<file path="src/rtl/div_ctrl_pkg.sv">
// Shared constants, state encoding and helpers for the multi-cycle divide controller.
package div_ctrl_pkg;

   localparam int DATA_W     = 32;
   localparam int DIV_CYCLES = DATA_W;
   localparam int CNT_W      = $clog2(DIV_CYCLES);

   typedef enum logic [1:0] {
      ST_IDLE = 2'd0,
      ST_RUN  = 2'd1,
      ST_DONE = 2'd2
   } state_t;

   function automatic logic [DATA_W-1:0] cond_neg(input logic neg, input logic [DATA_W-1:0] v);
      return neg ? -v : v;
   endfunction

endpackage

</file>
<file path="src/rtl/div_ctrl_core.sv">
// Iterative restoring shift-subtract datapath: one quotient bit per step.
module div_core
   import div_ctrl_pkg::*;
(
   input  logic              clk,
   input  logic              rst,
   input  logic              load,
   input  logic              preset,
   input  logic              step,
   input  logic [DATA_W-1:0] dividend,
   input  logic [DATA_W-1:0] divisor_in,
   output logic              last_step,
   output logic [DATA_W-1:0] rem,
   output logic [DATA_W-1:0] quo
);

   logic [DATA_W-1:0] divisor;
   logic [CNT_W-1:0]  count;
   logic [DATA_W:0]   trial;

   // Partial remainder stays below the divisor, so the shifted value fits in DATA_W+1 bits.
   assign trial     = {rem, quo[DATA_W-1]} - {1'b0, divisor};
   assign last_step = (count == CNT_W'(DIV_CYCLES - 1));

   always_ff @(posedge clk) begin
      if (rst) begin
         rem     <= '0;
         quo     <= '0;
         divisor <= '0;
         count   <= '0;
      end else if (load) begin
         rem     <= '0;
         quo     <= dividend;
         divisor <= divisor_in;
         count   <= '0;
      end else if (preset) begin
         rem     <= dividend;
         quo     <= '1;
         divisor <= divisor_in;
         count   <= '0;
      end else if (step) begin
         if (!trial[DATA_W]) begin
            rem <= trial[DATA_W-1:0];
            quo <= {quo[DATA_W-2:0], 1'b1};
         end else begin
            rem <= {rem[DATA_W-2:0], quo[DATA_W-1]};
            quo <= {quo[DATA_W-2:0], 1'b0};
         end
         count <= count + 1'b1;
      end
   end

endmodule

</file>
<file path="src/rtl/div_ctrl.sv">
// DIV/DIVU sequencer for the EX stage: stalls the pipe, runs div_core, writes HI/LO once.
//
// state | meaning
// IDLE  | waiting for op_valid; latches operands and sign flags
// RUN   | one restoring step per cycle, DATA_W steps total
// DONE  | apply signs, pulse hilo_we, release the stall
module div_ctrl
   import div_ctrl_pkg::*;
(
   input  logic                clk,
   input  logic                rst,
   input  logic                op_valid,
   input  logic                op_signed,
   input  logic [DATA_W-1:0]   opa,
   input  logic [DATA_W-1:0]   opb,
   input  logic                flush,
   output logic                stall_o,
   output logic                busy,
   output logic                hilo_we,
   output logic [2*DATA_W-1:0] hilo_o
);

   state_t              state, state_nxt;
   logic                start_div, start_zero, core_step, last_step;
   logic                q_neg, r_neg;
   logic [DATA_W-1:0]   dividend, divisor_in, rem, quo;
   logic [2*DATA_W-1:0] result, hilo_q;

   // A zero divisor passes opa through untouched so the remainder reads back as opa.
   assign dividend   = (opb == '0) ? opa : cond_neg(op_signed & opa[DATA_W-1], opa);
   assign divisor_in = cond_neg(op_signed & opb[DATA_W-1], opb);

   div_core u_core (
      .clk        (clk),
      .rst        (rst),
      .load       (start_div),
      .preset     (start_zero),
      .step       (core_step),
      .dividend   (dividend),
      .divisor_in (divisor_in),
      .last_step  (last_step),
      .rem        (rem),
      .quo        (quo)
   );

   always_ff @(posedge clk) begin
      if (rst) begin
         state <= ST_IDLE;
      end else begin
         state <= state_nxt;
      end
   end

   always_comb begin
      state_nxt  = state;
      start_div  = 1'b0;
      start_zero = 1'b0;
      core_step  = 1'b0;
      hilo_we    = 1'b0;
      case (state)
         ST_IDLE: begin
            if (op_valid && !flush) begin
               if (opb != '0) begin
                  start_div = 1'b1;
                  state_nxt = ST_RUN;
               end else begin
                  start_zero = 1'b1;
                  state_nxt  = ST_DONE;
               end
            end
         end
         ST_RUN: begin
            core_step = 1'b1;
            if (last_step) state_nxt = ST_DONE;
         end
         ST_DONE: begin
            hilo_we   = 1'b1;
            state_nxt = ST_IDLE;
         end
         default: state_nxt = ST_IDLE;
      endcase
      if (flush) begin
         state_nxt = ST_IDLE;
         core_step = 1'b0;
         hilo_we   = 1'b0;
      end
   end

   always_ff @(posedge clk) begin
      if (rst) begin
         q_neg <= 1'b0;
         r_neg <= 1'b0;
      end else if (start_div) begin
         q_neg <= op_signed & (opa[DATA_W-1] ^ opb[DATA_W-1]);
         r_neg <= op_signed & opa[DATA_W-1];
      end else if (start_zero) begin
         q_neg <= 1'b0;
         r_neg <= 1'b0;
      end
   end

   assign result = {cond_neg(r_neg, rem), cond_neg(q_neg, quo)};

   always_ff @(posedge clk) begin
      if (rst) begin
         hilo_q <= '0;
      end else if (hilo_we) begin
         hilo_q <= result;
      end
   end

   assign hilo_o  = (state == ST_DONE) ? result : hilo_q;
   assign busy    = (state != ST_IDLE);
   assign stall_o = op_valid & !flush & (state != ST_DONE);

endmodule

</file>
<file path="config.mk">
export PLATFORM = sky130hd
export DESIGN_NAME = div_ctrl
export DESIGN_NICKNAME = d
export VERILOG_FILES = /design/src/rtl/div_ctrl_pkg.sv /design/src/rtl/div_ctrl_core.sv /design/src/rtl/div_ctrl.sv
export SDC_FILE = /design/constraint.sdc
export NUM_CORES = 1
export LEC_CHECK = 0
export BUFFER_PORTS_ARGS = -buffer_cell sky130_fd_sc_hd__buf_2
export CAP_MARGIN = 20
export CORE_MARGIN = 3
export CORE_UTILIZATION = 40
export CTS_BUF_LIST = sky130_fd_sc_hd__clkbuf_2
export DETAILED_ROUTE_END_ITERATION = 10
export SLEW_MARGIN = 20
export SYNTH_ARGS = -nofsm -noshare
export SYNTH_HDL_FRONTEND = slang
export SYNTH_SLANG_ARGS = --single-unit
</file>
<file path="constraint.sdc">
create_clock -name clk -period 3.7 [get_ports clk]
set_input_delay 0.37 -clock clk [delete_from_list [all_inputs] [get_ports clk]]
set_output_delay 0.37 -clock clk [all_outputs]
set_load 0.01 [all_outputs]
</file>
Word-level counts from Yosys, hierarchy flattened
Index checks and enable logic that the tools add are counted.
- $mul: 0
- add/subtract/negate cells: 6
- bitwise operators: 6
- equal/unequal tests: 6
- reduce and logical (&&, ||, !) cells: 13
- div/mod/pow operators: 0
- mux-type cells: 32
- magnitude comparators: 0
- shift-type cells: 0
- operators with widths (kind ; count):
    2-to-1 mux 32 bit ; 13
    negator 32 bit ; 4
    2-to-1 mux 64 bit ; 1
    subtractor 33 x 32 -> 33 bit ; 1
    logical NOT 32 bit ; 1
    nonzero test 32 bit ; 1
    2-to-1 mux 1 bit ; 14
    2-to-1 mux 2 bit ; 3
    != test 2 bit (second input constant) ; 3
    nonzero test 2 bit ; 3
    adder 5 x 1 -> 5 bit (second input constant) ; 1
    AND 1 bit ; 5
    equality test 5 bit (second input constant) ; 1
    case mux 2 bit (2 select lines) ; 1
    OR reduction 2 bit ; 2
    nonzero test 3 bit ; 1
    OR reduction 3 bit ; 1
    equality test 2 x 1 -> 1 bit (second input constant) ; 1
    equality test 2 bit (second input constant) ; 1
    logical NOT 2 bit ; 1
    AND reduction 2 bit ; 1
    logical AND 1 bit ; 1
    logical NOT 1 bit ; 1
    bitwise XOR 1 bit ; 1
- logic and storage cells: 71
- bits in latches: 0
- bits in writable memories: 0
- memory bits (read-only): 0
- memories: 0
- input bits: 69
- flip-flop bits (word level): 169

Longest topological paths before layout
Gate-level depths: netlist of the first run.
- word-level depth: 6
- mapped depth: 13
- mapped depth without buffers: 11

By module
Synthesis of the first run repeated with hierarchy kept, for this count alone.
- cell total of the unflattened synthesis: 1608
- area, all modules: 12041.5 um^2
- modules (own cells, without submodules) (module ; times used ; area each (um^2) ; sequential area each (um^2) ; cells each):
    div_core ; 1 ; 6369.9 ; 2021.9 ; 815
    div_ctrl ; 1 ; 5671.7 ; 1361.3 ; 793

Least setup slack after synthesis of the first run
OpenSTA, ideal clock, no wires.
- path type: register -> output
- start point: register u_core.rem[2]
- end point: output hilo_o[61]
- cell stages (with the launch flop): 9
- path buffers: 0
- arrival time: 2.610 ns
- path slack: 0.720 ns
- cells stage by stage: dfxtp_1 -> or4_1 -> or4_1 -> nor2_1 -> and3_1 -> nand3_1 -> o41ai_1 -> xor2_1 -> o21ai_0
- word-level cells in the longest chain between the ends: 3
- RTL lines (what ; line ; source):
    start: declaration ; div_ctrl_core.sv:13 ; output logic [DATA_W-1:0] rem,
    start signal: assignment ; div_ctrl_core.sv:37 ; rem <= dividend;
    start signal: assignment ; div_ctrl_core.sv:43 ; rem <= trial[DATA_W-1:0];
    start signal: assignment ; div_ctrl_core.sv:46 ; rem <= {rem[DATA_W-2:0], quo[DATA_W-1]};
    negator 32 bit ; div_ctrl_pkg.sv:15 ; return neg ? -v : v;
    2-to-1 mux 32 bit ; div_ctrl_pkg.sv:15 ;
    2-to-1 mux 64 bit ; div_ctrl.sv:112 ; assign hilo_o = (state == ST_DONE) ? result : hilo_q;
    end: declaration ; div_ctrl.sv:20 ; output logic [2*DATA_W-1:0] hilo_o
Every way passes these cells.

Worst setup path after layout of the first run
Ends and elaborated chain as after synthesis.

==> flow_summary.yaml, run 1 <==
timing:
  hold_viol_final: 0
  slew_headroom_pct: 27.48
  finalHoldWorstSlack_ns: 0.05583
  setup_slack_ns: -0.08287
  fin_skew_ns: 0.05207
  rsz0062_at_grt: "yes"
  slew_viol_final: 0
  fin_crit_ns: 3.783
  setup_viol: 12
  tns_ns: -0.6594
  worst_pin_slew_ns: 1.086
  fmax_mhz: 264.3
  fin_crit_sh_pct: 102.2
yosys:
  yosys_warnings: 0
  synth_edf_count: 0
  synth_seq_cells: 169
  synthTopCellsByCount: "nand2_1 (207), dfxtp_1 (169), o21ai_0 (139)"
  yosysMostFrequentCell: "nand2_1"
  syn_avg_cell_area_um2: 7.544
  synthesis.area_mm2: 0.01174
  yosys.area.top_type: "dfxtp_1"
  ys_seq_area_share_pct: 28.82
  synth_top_area_share_pct: 28.82
  synth_area_leaders: "dfxtp_1 (29%), xor2_1 (7.6%), nand2_1 (6.6%)"
  synth-main-ff-cell: "dfxtp_1"
  synthCells: 1556
  async_flop_share_pct: 0
  synth_fp_nets: 1664
  synth.distinct_cells: 74
floorplan:
  dieArea_mm2: 0.03144
  die_y_um: 177.3
  row_count: 62
  pin_count: 136
  start_util_pct: 40.79
  die_x_um: 177.3
  core_mm2: 0.02878
placed_design:
  io_buffers: 135
  place.gp.congestion: 0.9141
  dp_hpwl_um: 27980
  placed_cell_area_mm2: 0.01286
  pre_cts_slack_ns: 0.3700
global_route:
  antenna_found_initial: 1
  grt_max_degree: 75
  grt_pass1_wl_um: 61260
  grt_pass1_vias: 11260
  overflow: 0
  grt.total_usage_pct: 24.02
worst_setup_path:
  critPathLaunchType: "register"
  max_stage_delay_ns: 0.53
  cp_top_family: "simple AND/OR/NAND/NOR gates"
  crit_type: "reg -> out"
  worstPathMaxFanout: 3
  cp_cell_sequence: "or4_4, or4_4, nor2_4, and3_4, nand3_4, o41ai_4, xor2_1, o21ai_0, buf_2"
  worst_path_max_delay_cell: "or4_4"
  crit_path_end_kind: "primary output"
  critPathArrivalTime_ns: 3.41
  crit_top_cell: "or4_4"
  critPathBufInv: 1
  cp_data_required_time_ns: 3.33
cts:
  cts-buffers-inserted: 17
  clk_pin_slew_ns: 0.27
  ctsHtreeMaxLevel: 4
  cts_sinks: 169
  tritoncts: "built"
  root_buffer: "clkbuf_2"
  clk_latency_ns: 0.77
  clockBufferDepth: 2
route:
  viasPerCell: 5.743
  vias: 12210
  drtIter0Drc: 918
  detail_route.wl_per_cell_um: 18.04
  finalWirelength_um: 38360
  drc: 0
  dr.pass1.iters: 5
  postRouteAntennaNets: 0
min_path:
  hold_class: "in -> reg"
final_layout:
  drive_gt1_share_pct: 17.63
  area.growth.synth_to_final_pct: 21.69
  nNetsFinal: 1837
  fillCellCount: 2833
  design_area_mm2: 0.01429
  post-route-util_pct: 49.63
power:
  p_leak_uw: 0.005569
  irDropWorstVdd_mv: 0.1637
  power.density_mw_per_mm2: 269.7
flow_run:
  maxCapViolations: 0
status:
  status: "finished, violations left"
  violations: "negative setup slack"
-- where the power goes --
part | switching [µW] | internal (µW) | total, µW
combinational | 484 | 348 | 833
clock | 753 | 327 | 1080
sequential | 63.3 | 1880 | 1940
total | 1300 | 2550 | 3850
-- path summary, 6_finish.rpt --
check                       from        endpoint  slack (ns)  cells after the start
setup reg to reg  u_core.quo[31]  u_core.rem[23]        0.36                     11
setup / recovery   u_core.rem[2]      hilo_o[61]       -0.08                      9
hold reg to reg        hilo_q[0]       hilo_q[0]        0.48                      2
hold / removal           opa[17]  u_core.rem[17]        0.06                      4
-- what timing repair did --
item / CTS / global route
setup buffers: 6 / 5
gates resized for setup: 50 / 43
gates cloned: 0 / 0
setup endpoints to repair: 31 / 31
pin swaps: 12 / 11
hold endpoints to repair: 82 / 0
hold buffers: 67 / 0
-- layer usage --
layer	track usage [%]	share of wire, %	vias up
li1	-	-	6018
met1	35.27	48	5700
met2	37.00	44	436
met3	2.674	6.0	55
met4	7.101	2.3	0
met5	0	0	-
-- state kept, by name, summed over array words and instances, names as in the netlist --
name,flops
u_core.rem,32
u_core.divisor,32
state,2
r_neg,1
u_core.count,5
q_neg,1
u_core.quo,32
hilo_q,64
-- stage by stage --
stage,cells,total power [µW]
after floorplan,1556,2439
after global placement,2016,2681
after detailed placement,2016,2687
after CTS,2120,3842
after global routing,2126,4034
final,2126,3852
-- cells in the final DEF (no fill, tap or decap), types with 14 or more instances in the layout --
| cell | n |
|---|---|
| nand2_1 | 206 |
| dfxtp_1 | 160 |
| buf_2 | 134 |
| o21ai_0 | 124 |
| nor2_1 | 122 |
| a21oi_1 | 99 |
| xor2_1 | 95 |
| a211oi_1 | 82 |
| dlygate4sd3_1 | 67 |
| buf_4 | 54 |
| inv_1 | 53 |
| xnor2_1 | 38 |
| ha_1 | 38 |
| nand3_1 | 34 |
| a221oi_1 | 27 |
| o31ai_1 | 26 |
| mux2i_1 | 21 |
| nor3_1 | 19 |
| a21o_1 | 18 |
| and3_1 | 17 |
| clkbuf_2 | 17 |
| nand4_1 | 16 |
| o21ai_1 | 16 |
| or3_1 | 16 |
| o22ai_1 | 14 |
-- area by class of cell --
class                           count  area [µm²]  area share, %
Antenna cell                        1       2.502        0.01752
Inverter                           54       203.9          1.428
Tap cell                          384       480.5          3.363
Sequential cell                   169        3405          23.83
Clock inverter                     14       158.9          1.112
Clock buffer                       17       85.08         0.5956
Multi-Input combinational cell   1228        8132          56.92
Timing Repair Buffer              259        1818          12.73
-- worst min-delay path, cell delays in order --
cell	delay, ns
buf_2	0.17
a22o_1	0.15
nand2_1	0.05
nand3_1	0.05
-- cell families after synthesis --
| group | share of synthesized area [%] |
|---|---|
| simple gates | 20.45 |
| compound gates | 28.39 |
| flops | 28.82 |
| buf+inv | 5.553 |
| xor+xnor | 10.67 |
| fa+ha+maj | 4.221 |
| mux | 1.887 |
Note: power is estimated with default switching activity, not from simulation.
==> run 2: changes to the inputs <==
- CAP_MARGIN: 20 -> not set
- CELL_PAD_IN_SITES_DETAIL_PLACEMENT: not set -> 1
- CELL_PAD_IN_SITES_GLOBAL_PLACEMENT: not set -> 1
- PLACE_DENSITY_LB_ADDON: not set -> 0.1
==> run 2 against run 1 <==
Against the previous run:
- the flow still finishes with violations (negative setup slack)
- core utilization is 0.71 points higher
- maximum frequency is 5.4% lower
- cell count is 1.1% higher
- critical endpoint unchanged
- critical path depth is 2 lower
- first-iteration DRC count is 11% lower
- highest routed layer unchanged
- wire length is 17% higher
- clock skew is 0.0038 ns higher
- non-clock buffer count is 22 higher
- via count is 3.2% higher
- global-route usage is 3.7 points higher
- clock-buffer cell count stayed put
==> flow_summary.yaml, run 2 (same netlist as run 1, synthesis figures left out) <==
final_layout:
  fillCellCount: 3518
  largest-register: "hilo_q"
  nNetsFinal: 1859
  area.growth.synth_to_final_pct: 23.43
  final_common_cell: "nand2_1"
  largest_reg_flops: 64
  drive_gt1_share_pct: 19.10
  final_cell_mix: "nand2_1 (204), dfxtp_1 (161), buf_2 (134), nor2_1 (122), o21ai_0 (121)"
timing:
  slew_viol_final: 0
  setup_viol: 20
  rsz0062_at_grt: "yes"
  setup_slack_ns: -0.2980
  fmax_mhz: 250.1
  fin_crit_sh_pct: 108.1
  fin_skew_ns: 0.05583
  fin_crit_ns: 3.998
  worst_pin_slew_ns: 0.8152
  slew_headroom_pct: 45.65
  hold_viol_final: 0
power:
  internal_power_uw: 2479
  irDropWorstVdd_mv: 0.1653
  seqPwrFrac_pct: 51.1
  p_leak_uw: 0.005677
  swShare_pct: 34.46
  power.density_mw_per_mm2: 261.0
  p_comb_share_pct: 23.2
  total_power_uw: 3782
  power_switching_uw: 1303
  clockPowerShare_pct: 25.7
route:
  drtIter0Drc: 821
  detail_route.wl_per_cell_um: 20.81
  viasPerCell: 5.862
  finalWirelength_um: 44750
  drc: 0
  vias: 12600
  postRouteAntennaNets: 0
  dr.pass1.iters: 5
cts:
  ctsHtreeMaxLevel: 4
  root_buffer: "clkbuf_2"
  clk_latency_ns: 0.83
  cts_sinks: 169
  tritoncts: "built"
  clk_pin_slew_ns: 0.28
  cts-buffers-inserted: 17
  clockBufferDepth: 2
floorplan:
  dieArea_mm2: 0.03144
  die_x_um: 177.3
  row_count: 62
  core_mm2: 0.02878
  pin_count: 136
  die_y_um: 177.3
  start_util_pct: 40.79
flow_run:
  maxCapViolations: 0
global_route:
  grt_pass1_vias: 12600
  grt_max_degree: 130
  antenna_found_initial: 2
  grt.total_usage_pct: 27.70
  grt_pass1_wl_um: 69470
  overflow: 0
worst_setup_path:
  critPathLaunchType: "register"
  cp_data_required_time_ns: 3.33
  worstPathMaxFanout: 8
  crit_start: "u_core.rem[19]"
  worstReg2RegStart: "u_core.quo[31]"
  crit_path_end_kind: "primary output"
  critPathArrivalTime_ns: 3.63
  crit_type: "reg -> out"
status:
  violations: "negative setup slack"
  status: "finished, violations left"
placed_design:
  dp_hpwl_um: 32630
  pre_cts_slack_ns: 0.2679
  place.gp.congestion: 0.8996
  io_buffers: 135
min_path:
  hold_class: "in -> reg"
  hp-start: "rst"
==> run 2: final cells by class <==
class | count | area (µm²) | area share, %
diodes | 2 | 5.005 | 0.03454
repair buffers | 281 | 1982 | 13.68
clock inverters | 15 | 125.1 | 0.8636
flip-flops and latches | 169 | 3398 | 23.45
well taps | 384 | 480.5 | 3.316
multi-input cells | 1228 | 8209 | 56.66
clock buffers | 17 | 85.08 | 0.5872
inverters | 54 | 203.9 | 1.408
==> run 2: critical path: stages, from the launching register on <==
cell	delay [ns]
dfxtp_1	0.54
or4_1	0.76
nor4_2	0.50
nand3_4	0.19
o41ai_2	0.32
xor2_1	0.14
o21ai_0	0.21
buf_2	0.18
==> run 2: metrics by stage <==
stage / TNS, ns / hold slack, ns / cell area [µm²] / instances / utilization [%]
6_report: -3.074 / 0.1364 / 14490 / 2150 / 50.34
4_1_cts: -1.512 / 0.001393 / 14110 / 2129 / 49.02
3_5_place_dp: 0 / 0.4512 / 12860 / 2018 / 44.68
2_1_floorplan: 0 / 0.4319 / 11740 / 1556 / -
3_3_place_gp: 0 / 0.4427 / 12860 / 2018 / 44.68
5_1_grt: -8.174 / 0.07644 / 14490 / 2150 / 50.34
==> run 2: worst paths after layout <==
kind | endpoint | slack, ns | cells after the start
setup / recovery | hilo_o[61] | -0.30 | 7
hold / removal | hilo_q[24] | 0.14 | 4
setup reg to reg | u_core.rem[28] | 0.22 | 12
hold reg to reg | hilo_q[32] | 0.47 | 2
==> run 2: power groups by stage <==
stage / logic, µW / registers, µW / clock network (µW)
floorplan: 495 / 1940 / 0
global placement: 741 / 1960 / 0
detailed placement: 754 / 1960 / 0
CTS: 838 / 1930 / 999
global route: 958 / 1940 / 1080
finish: 876 / 1930 / 971
==> run 2: per-layer routing <==
metal | part of all wire (%) | vias to the layer above | routed length [µm] | track usage [%]
li1 | - | 6034 | - | -
met1 | 44 | 6175 | 19570 | 35.57
met2 | 48 | 315 | 21510 | 46.83
met5 | 0 | - | 0 | 0
met4 | 4.2 | 0 | 1893 | 11.71
met3 | 4.0 | 80 | 1779 | 3.509
==> run 2: what timing repair did <==
action	4_1_cts	5_1_grt
pin swaps	15	18
gates cloned	0	1
hold buffers	66	4
setup endpoints to repair	31	54
buffers inserted	13	14
gates resized for setup	60	48
hold endpoints to repair	71	4
